===== src/rtl/lsu_pkg.sv =====
// lsu_pkg: size codes, FSM state type and byte-lane enables shared by the load-store unit.
package lsu_pkg;
    localparam logic [2:0] LDST_B  = 3'd0;
    localparam logic [2:0] LDST_H  = 3'd1;
    localparam logic [2:0] LDST_W  = 3'd2;
    localparam logic [2:0] LDST_BU = 3'd4;
    localparam logic [2:0] LDST_HU = 3'd5;
    localparam logic [3:0] BE_B = 4'b0001;
    localparam logic [3:0] BE_H = 4'b0011;
    localparam logic [3:0] BE_W = 4'b1111;
    typedef enum logic [0:0] {IDLE, WAIT} lsu_state_t;
endpackage


===== src/rtl/lsu_load_extract.sv =====
// lsu_load_extract: selects the addressed byte/half of a memory word and sign/zero-extends it.
module lsu_load_extract
    import lsu_pkg::*;
(
    input  logic [2:0]  size,
    input  logic [1:0]  off,
    input  logic [31:0] word,
    output logic [31:0] rd
);
    logic [7:0]  b;
    logic [15:0] h;
    logic        uns;
    always_comb begin
        b   = word[{off, 3'b000} +: 8];
        h   = off[1] ? word[31:16] : word[15:0];
        uns = size[2];
        // size[1] covers W and the reserved code 3, both treated as a full word
        rd  = size[1] ? word
            : size[0] ? {{16{h[15] & ~uns}}, h}
            : {{24{b[7] & ~uns}}, b};
    end
endmodule


===== src/rtl/riscv_lsu.sv =====
// riscv_lsu: two-state load-store unit; stalls the core for every data-memory access.
// Define LSU_MISALIGN_TRAP_EN to reject misaligned H/W accesses with core_misalign_o.
module riscv_lsu
    import lsu_pkg::*;
#(
    parameter int ADDR_W = 32,
    parameter int DATA_W = 32
) (
    input  logic              clk_i,
    input  logic              rst_ni,
    input  logic              core_req_i,
    input  logic              core_we_i,
    input  logic [2:0]        core_size_i,
    input  logic [ADDR_W-1:0] core_addr_i,
    input  logic [DATA_W-1:0] core_wd_i,
    output logic [DATA_W-1:0] core_rd_o,
    output logic              core_stall_o,
    output logic              core_misalign_o,
    output logic              mem_req_o,
    output logic              mem_we_o,
    output logic [3:0]        mem_be_o,
    output logic [ADDR_W-1:0] mem_addr_o,
    output logic [DATA_W-1:0] mem_wd_o,
    input  logic [DATA_W-1:0] mem_rd_i,
    input  logic              mem_ready_i
);
    lsu_state_t  state_q;
    logic [2:0]  size_q;
    logic [1:0]  off_q;
    logic        idle;
    logic        mis;
    logic [31:0] ext;

    assign idle = state_q == IDLE;

`ifdef LSU_MISALIGN_TRAP_EN
    assign mis = rst_ni && idle && core_req_i &&
                 (core_size_i[1] ? core_addr_i[1:0] != 2'b00 : core_size_i[0] & core_addr_i[0]);
`else
    assign mis = 1'b0;
`endif

    lsu_load_extract u_extract (
        .size (size_q),
        .off  (off_q),
        .word (mem_rd_i),
        .rd   (ext)
    );

    always_comb begin
        core_stall_o    = !rst_ni ? core_req_i : idle ? core_req_i & ~mis : ~mem_ready_i;
        mem_req_o       = rst_ni & (idle ? core_req_i & ~mis : ~mem_ready_i);
        core_misalign_o = mis;
        mem_we_o        = core_we_i;
        mem_addr_o      = core_addr_i;
        mem_be_o        = core_size_i[1] ? BE_W
                        : core_size_i[0] ? BE_H << {core_addr_i[1], 1'b0}
                        : BE_B << core_addr_i[1:0];
        mem_wd_o        = core_size_i[1] ? core_wd_i
                        : core_size_i[0] ? {2{core_wd_i[15:0]}}
                        : {4{core_wd_i[7:0]}};
        core_rd_o       = (rst_ni && !idle && !core_we_i) ? ext : '0;
    end

    always_ff @(posedge clk_i or negedge rst_ni) begin
        if (!rst_ni) begin
            state_q <= IDLE;
            size_q  <= '0;
            off_q   <= '0;
        end else if (idle && core_req_i && !mis) begin
            state_q <= WAIT;
            size_q  <= core_size_i;
            off_q   <= core_addr_i[1:0];
        end else if (!idle && mem_ready_i) begin
            state_q <= IDLE;
        end
    end
endmodule


===== config.mk =====
export PLATFORM = sky130hd
export DESIGN_NAME = riscv_lsu
export DESIGN_NICKNAME = d
export VERILOG_FILES = /design/src/rtl/lsu_pkg.sv /design/src/rtl/lsu_load_extract.sv /design/src/rtl/riscv_lsu.sv
export SDC_FILE = /design/constraint.sdc
export NUM_CORES = 1
export LEC_CHECK = 0
export CAP_MARGIN = 20
export CORE_MARGIN = 2
export CORE_UTILIZATION = 31
export CTS_BUF_LIST = sky130_fd_sc_hd__clkbuf_4 sky130_fd_sc_hd__clkbuf_8 sky130_fd_sc_hd__clkbuf_16
export DETAILED_ROUTE_END_ITERATION = 16
export HOLD_SLACK_MARGIN = 0.15
export PLACE_DENSITY = 0.93
export SYNTH_ARGS = -nofsm -noshare
export SYNTH_HDL_FRONTEND = slang
export SYNTH_SLANG_ARGS = --single-unit

===== constraint.sdc =====
create_clock -name clk_i -period 2.7 [get_ports clk_i]
set_clock_uncertainty 0.2 [all_clocks]
set_input_delay 0.54 -clock clk_i [delete_from_list [all_inputs] [get_ports clk_i]]
set_output_delay 0.54 -clock clk_i [all_outputs]
set_load 0.02 [all_outputs]

* Word level (Yosys, flattened, before mapping)
Cells that the tools add are included.
** Cells by class
- Shift-type cells :: 3
- Bitwise operators :: 6
- Reduce and logical (&&, ||, !) cells :: 6
- Mux-type cells :: 12
** Operator list (count)
- $mux 32 :: 5
- $shiftx 32x6->8 :: 1
- $mux 16 :: 1
- $mux 4 :: 2
- $logic_and 1x1->1 :: 4
- $mux 1 :: 4
- $shl 1x2->4 const A :: 1
- $shl 2x2->4 const A :: 1
- $and 1x1->1 :: 3
- $not 1->1 :: 3
- $reduce_bool 2->1 :: 1
- $logic_not 1->1 :: 1
** Storage, ports and cells
- Bits in registers :: 6

* Longest topological paths before layout
- Depth after elaboration :: 5
- Depth in mapped cells :: 5

* Modules after synthesis
Synthesis repeated with hierarchy kept, for this count alone.
** Unflattened totals
- Cell total of the unflattened synthesis :: 248
- Area total of the unflattened synthesis :: 2011.9 µm²
** Modules (own cells, without submodules)
- riscv_lsu :: cells an instance 150, seq. area each 150.1 µm², instances 1, area an instance 1270.0 µm²
- lsu_load_extract :: cells an instance 98, seq. area each 0.0 µm², instances 1, area an instance 742.0 µm²

* Worst setup path after synthesis
No wires, ideal clock.
- Path kind :: input to output
- From :: input core_we_i
- To :: output core_rd_o[7]
- Data required time :: 1960 ps
- Data arrival time :: 2135 ps
- Stages :: 3
- Buffers on the path :: 1
- Path slack :: -175 ps
- Path through :: nand3b_2 > clkbuf_1 > a2111oi_0
** On the way
- Word-level cells in the longest chain between the ends :: 3
** Ends and longest elaborated chain
- start, declared :: RTL line riscv_lsu.sv:12 : input logic core_we_i,
- $logic_not 1->1 :: RTL line riscv_lsu.sv:62 : core_rd_o = (rst_ni && !idle && !core_we_i) ? ext : '0;
- $logic_and 1x1->1 :: RTL line riscv_lsu.sv:62
- $mux 32 :: RTL line riscv_lsu.sv:62
- end, declared :: RTL line riscv_lsu.sv:16 : output logic [DATA_W-1:0] core_rd_o,
No other way between the ends.

* Worst setup path after layout
- From :: input mem_rd_i[25]
- To :: output core_rd_o[1]
** On the way
- Word-level cells in the longest chain between the ends :: 4
** Ends and longest elaborated chain
- start, declared :: RTL line riscv_lsu.sv:24 : input logic [DATA_W-1:0] mem_rd_i,
- $shiftx 32x6->8 :: RTL line lsu_load_extract.sv:14 : b = word[{off, 3'b000} +: 8];
- $mux 32 :: RTL line lsu_load_extract.sv:19 : : size[0] ? {{16{h[15] & ~uns}}, h}
- $mux 32 :: RTL line lsu_load_extract.sv:18 : rd = size[1] ? word
- $mux 32 :: RTL line riscv_lsu.sv:62
No other way between the ends.

==> results.md <==
- Routed length per instance: 16.55 um
- Critical-path top delay cell: clkdlybuf4s50_1
- Max Slew Vio Count: 0
- Setup_tns: 0 ps
- DRC: 0
- Max Clk Rate: ~380 MHz
- CP Buf/Inv Count: 3
- Total vias in the final route: roughly 2400
- Clock buffer count from CTS: 3
- CTS Hold Bufs: 0
- CP Capture Type: output port
- Top delay family on crit path: buffers and inverters
- Met3 wire len: ~750 um
- Initial Util: 0.3187
- # port buffers: 146
- Hold violation count in the final report: 0
- Status: complete, no violations
- PD cells: approximately 350 nW/um2
- Area share of and/or/nand/nor cells after synthesis: 0.2028
- Post-synth top flop: dfrtp_1
- Critical Path RT: approximately 2000 ps
- CP startpoint kind: input port
- Post-synth net total: roughly 350
- H-tree depth: 1
- Sequential area share after synthesis: 0.08005
- Total track usage: 0.2093
- Syn avg cell area: between 7 and 8 um2
- Syn. warnings: 0
- Post-CTS setup buffer count: 0
- Post-synthesis cell type with the largest combined area: buf_4
- First-pass GRT wire length: 10810 um
- Root buf cell: clkbuf_8
- Start-to-end type of the worst setup path: input port to output port
- Largest stage delay on the critical path: between 400 and 500 ps
- I/O pin count: ~210
- Fin nets: 487
- Fin util: 0.5797
- Grt ovf: 0
- Max clock buf depth: 2
- Vias in the first global route: ~2200
- DP HPWL: 6009 um
- Tmin final: between 2000 and 3000 ps
- Antenna violations before repair: 0
- Multiplexer area fraction after synthesis: 0.2495
- Compound-gate portion of the synthesized area: 0.2302
- Most common cell in the netlist: buf_4
- Met2 Routed Length: slightly below 4000 um
- CORE AREA: 5886 um2
- Vias per cell: approximately 5.3
- Leakage: roughly 1.6 nW
- Synth Register Bits: 6
- Die area: ~6700 um2
- Antenna diodes: 0
- Max-cap viol count: 0
- Iter 0 DRT Violations: a little under 90
- Clock Latency Late Sink: between 200 and 250 ps
- Post-synth top cells: buf_4, nand2_1, mux2_2, mux2i_1, a31oi_1
- Clk sinks: 6
- CTS tree: built
- Largest family of logic cells by synthesized area: multiplexers
- RSZ-0062 raised after global routing: false
- Metal-1 WL: approximately 2700 um
- Post-Synth Adder-Cell Area: 0
- Period utilization: 0.9851
- CP arrival: around 1900 ps
- Hold Path Class: input port to asynchronous set/reset pin
- Highest metal used: met4
- Layout area overhead: 81.92%
- Netlist cell types: 32
- Largest cells by area after synthesis: buf_4, mux2_2, mux2i_1, dfrtp_1, nand2_1
- TritonRoute pass-1 iters: 4
- Final wirelength: around 7500 um
- GPL Wtd Cong: approximately 0.83
- Finish-stage setup viols: 0
- Yosys top cell area share: 0.1761
- Post-synth EDFFs: 0
- # rows: 28
- Peak supply drop: roughly 0.15 mV
- Synthesized area: approximately 1900 um2
- Layout cells sized above 1: 0.3360
- Die width: 81.78 um
- Antenna-violating nets left: 0
- Largest net degree at the start of global routing: 27
- CP cell instances: clkdlybuf4s50_1 > buf_4 > mux2i_2 > mux2i_1 > o221a_2 > clkdlybuf4s15_2
- Reg clk slew, reported paths: approximately 40 ps
- Die height: 81.78 um
- Post-Synthesis Cells: between 200 and 250
- Xor/xnor share of the synthesized area: 0
- Post-synthesis async set-or-reset flop share: 1.000
- Crit path max fanout: 2
-- report_power, final --
part	internal [mW]	leakage (nW)	switching (mW)	total [mW]
clock network	0.0956	0.0216	0.0367	0.132
registers	0.109	0.0716	0.0322	0.141
logic	0.463	1.47	0.463	0.926
-- through the flow --
stage	hold slack, ps	cells	total power [mW]	setup WS (ps)	instance area, um2
2_1_floorplan	44.41	247	0.6834	72.32	1877
3_3_place_gp	361.8	451	1.032	-531.8	3403
3_5_place_dp	398.3	451	1.049	-564.7	3403
4_1_cts	266.1	456	1.187	1.848	3391
5_1_grt	273.4	456	1.276	1.122	3412
6_report	265.8	456	1.199	40.18	3412
-- layout by cell type, fill, tap and decap left out, types with 10 or more instances in the layout --
cell type	count
nor2_1	12
buf_4	46
clkdlybuf4s50_1	81
buf_2	18
nand2_1	27
mux2_2	20
nor2b_1	15
o21ai_0	10
mux2i_1	18
dlygate4sd2_1	21
a31oi_1	14
-- logic make-up after synthesis --
family / after synthesis
buf+inv: 67
mux: 44
other cells: 1
flops: 6
compound gates: 58
simple gates: 71
-- metal layers --
layer / up-vias / GRT usage
met2: 133 / 0.4033
met1: 1126 / 0.2110
met3: 16 / 0.05275
met4: 0 / 0.08667
met5: - / 0
li1: 1123 / -
-- final timing paths --
check,start,endpoint,cells after the start,slack [ps]
setup / recovery,mem_rd_i[25],core_rd_o[1],6,40
hold / removal,rst_ni,state_q,2,270
setup reg to reg,state_q,off_q[0],3,1260
hold reg to reg,size_q[0],size_q[0],1,410
max in group asynchronous,rst_ni,size_q[2],2,1910
min in group clk_i,size_q[0],size_q[0],1,410
-- registers in the layout (all words and copies together), names as in the netlist --
signal   flops
state_q      1
size_q       3
off_q        2
-- layout make-up --
class / instances / area, um2
well taps: 75 / 93.84
inverters: 6 / 22.52
multi-input cells: 174 / 1380
fillers: 497 / 2474
repair buffers: 192 / 1724
clock buffers: 3 / 41.29
flip-flops and latches: 6 / 150.1
-- what timing repair did --
item                                    4_1_cts  5_1_grt
gates cloned                                  2        0
endpoints found under the setup margin       61       25
pin swaps                                     0        2
resized for setup                           185       28
Power figures use the tool's default switching activity.
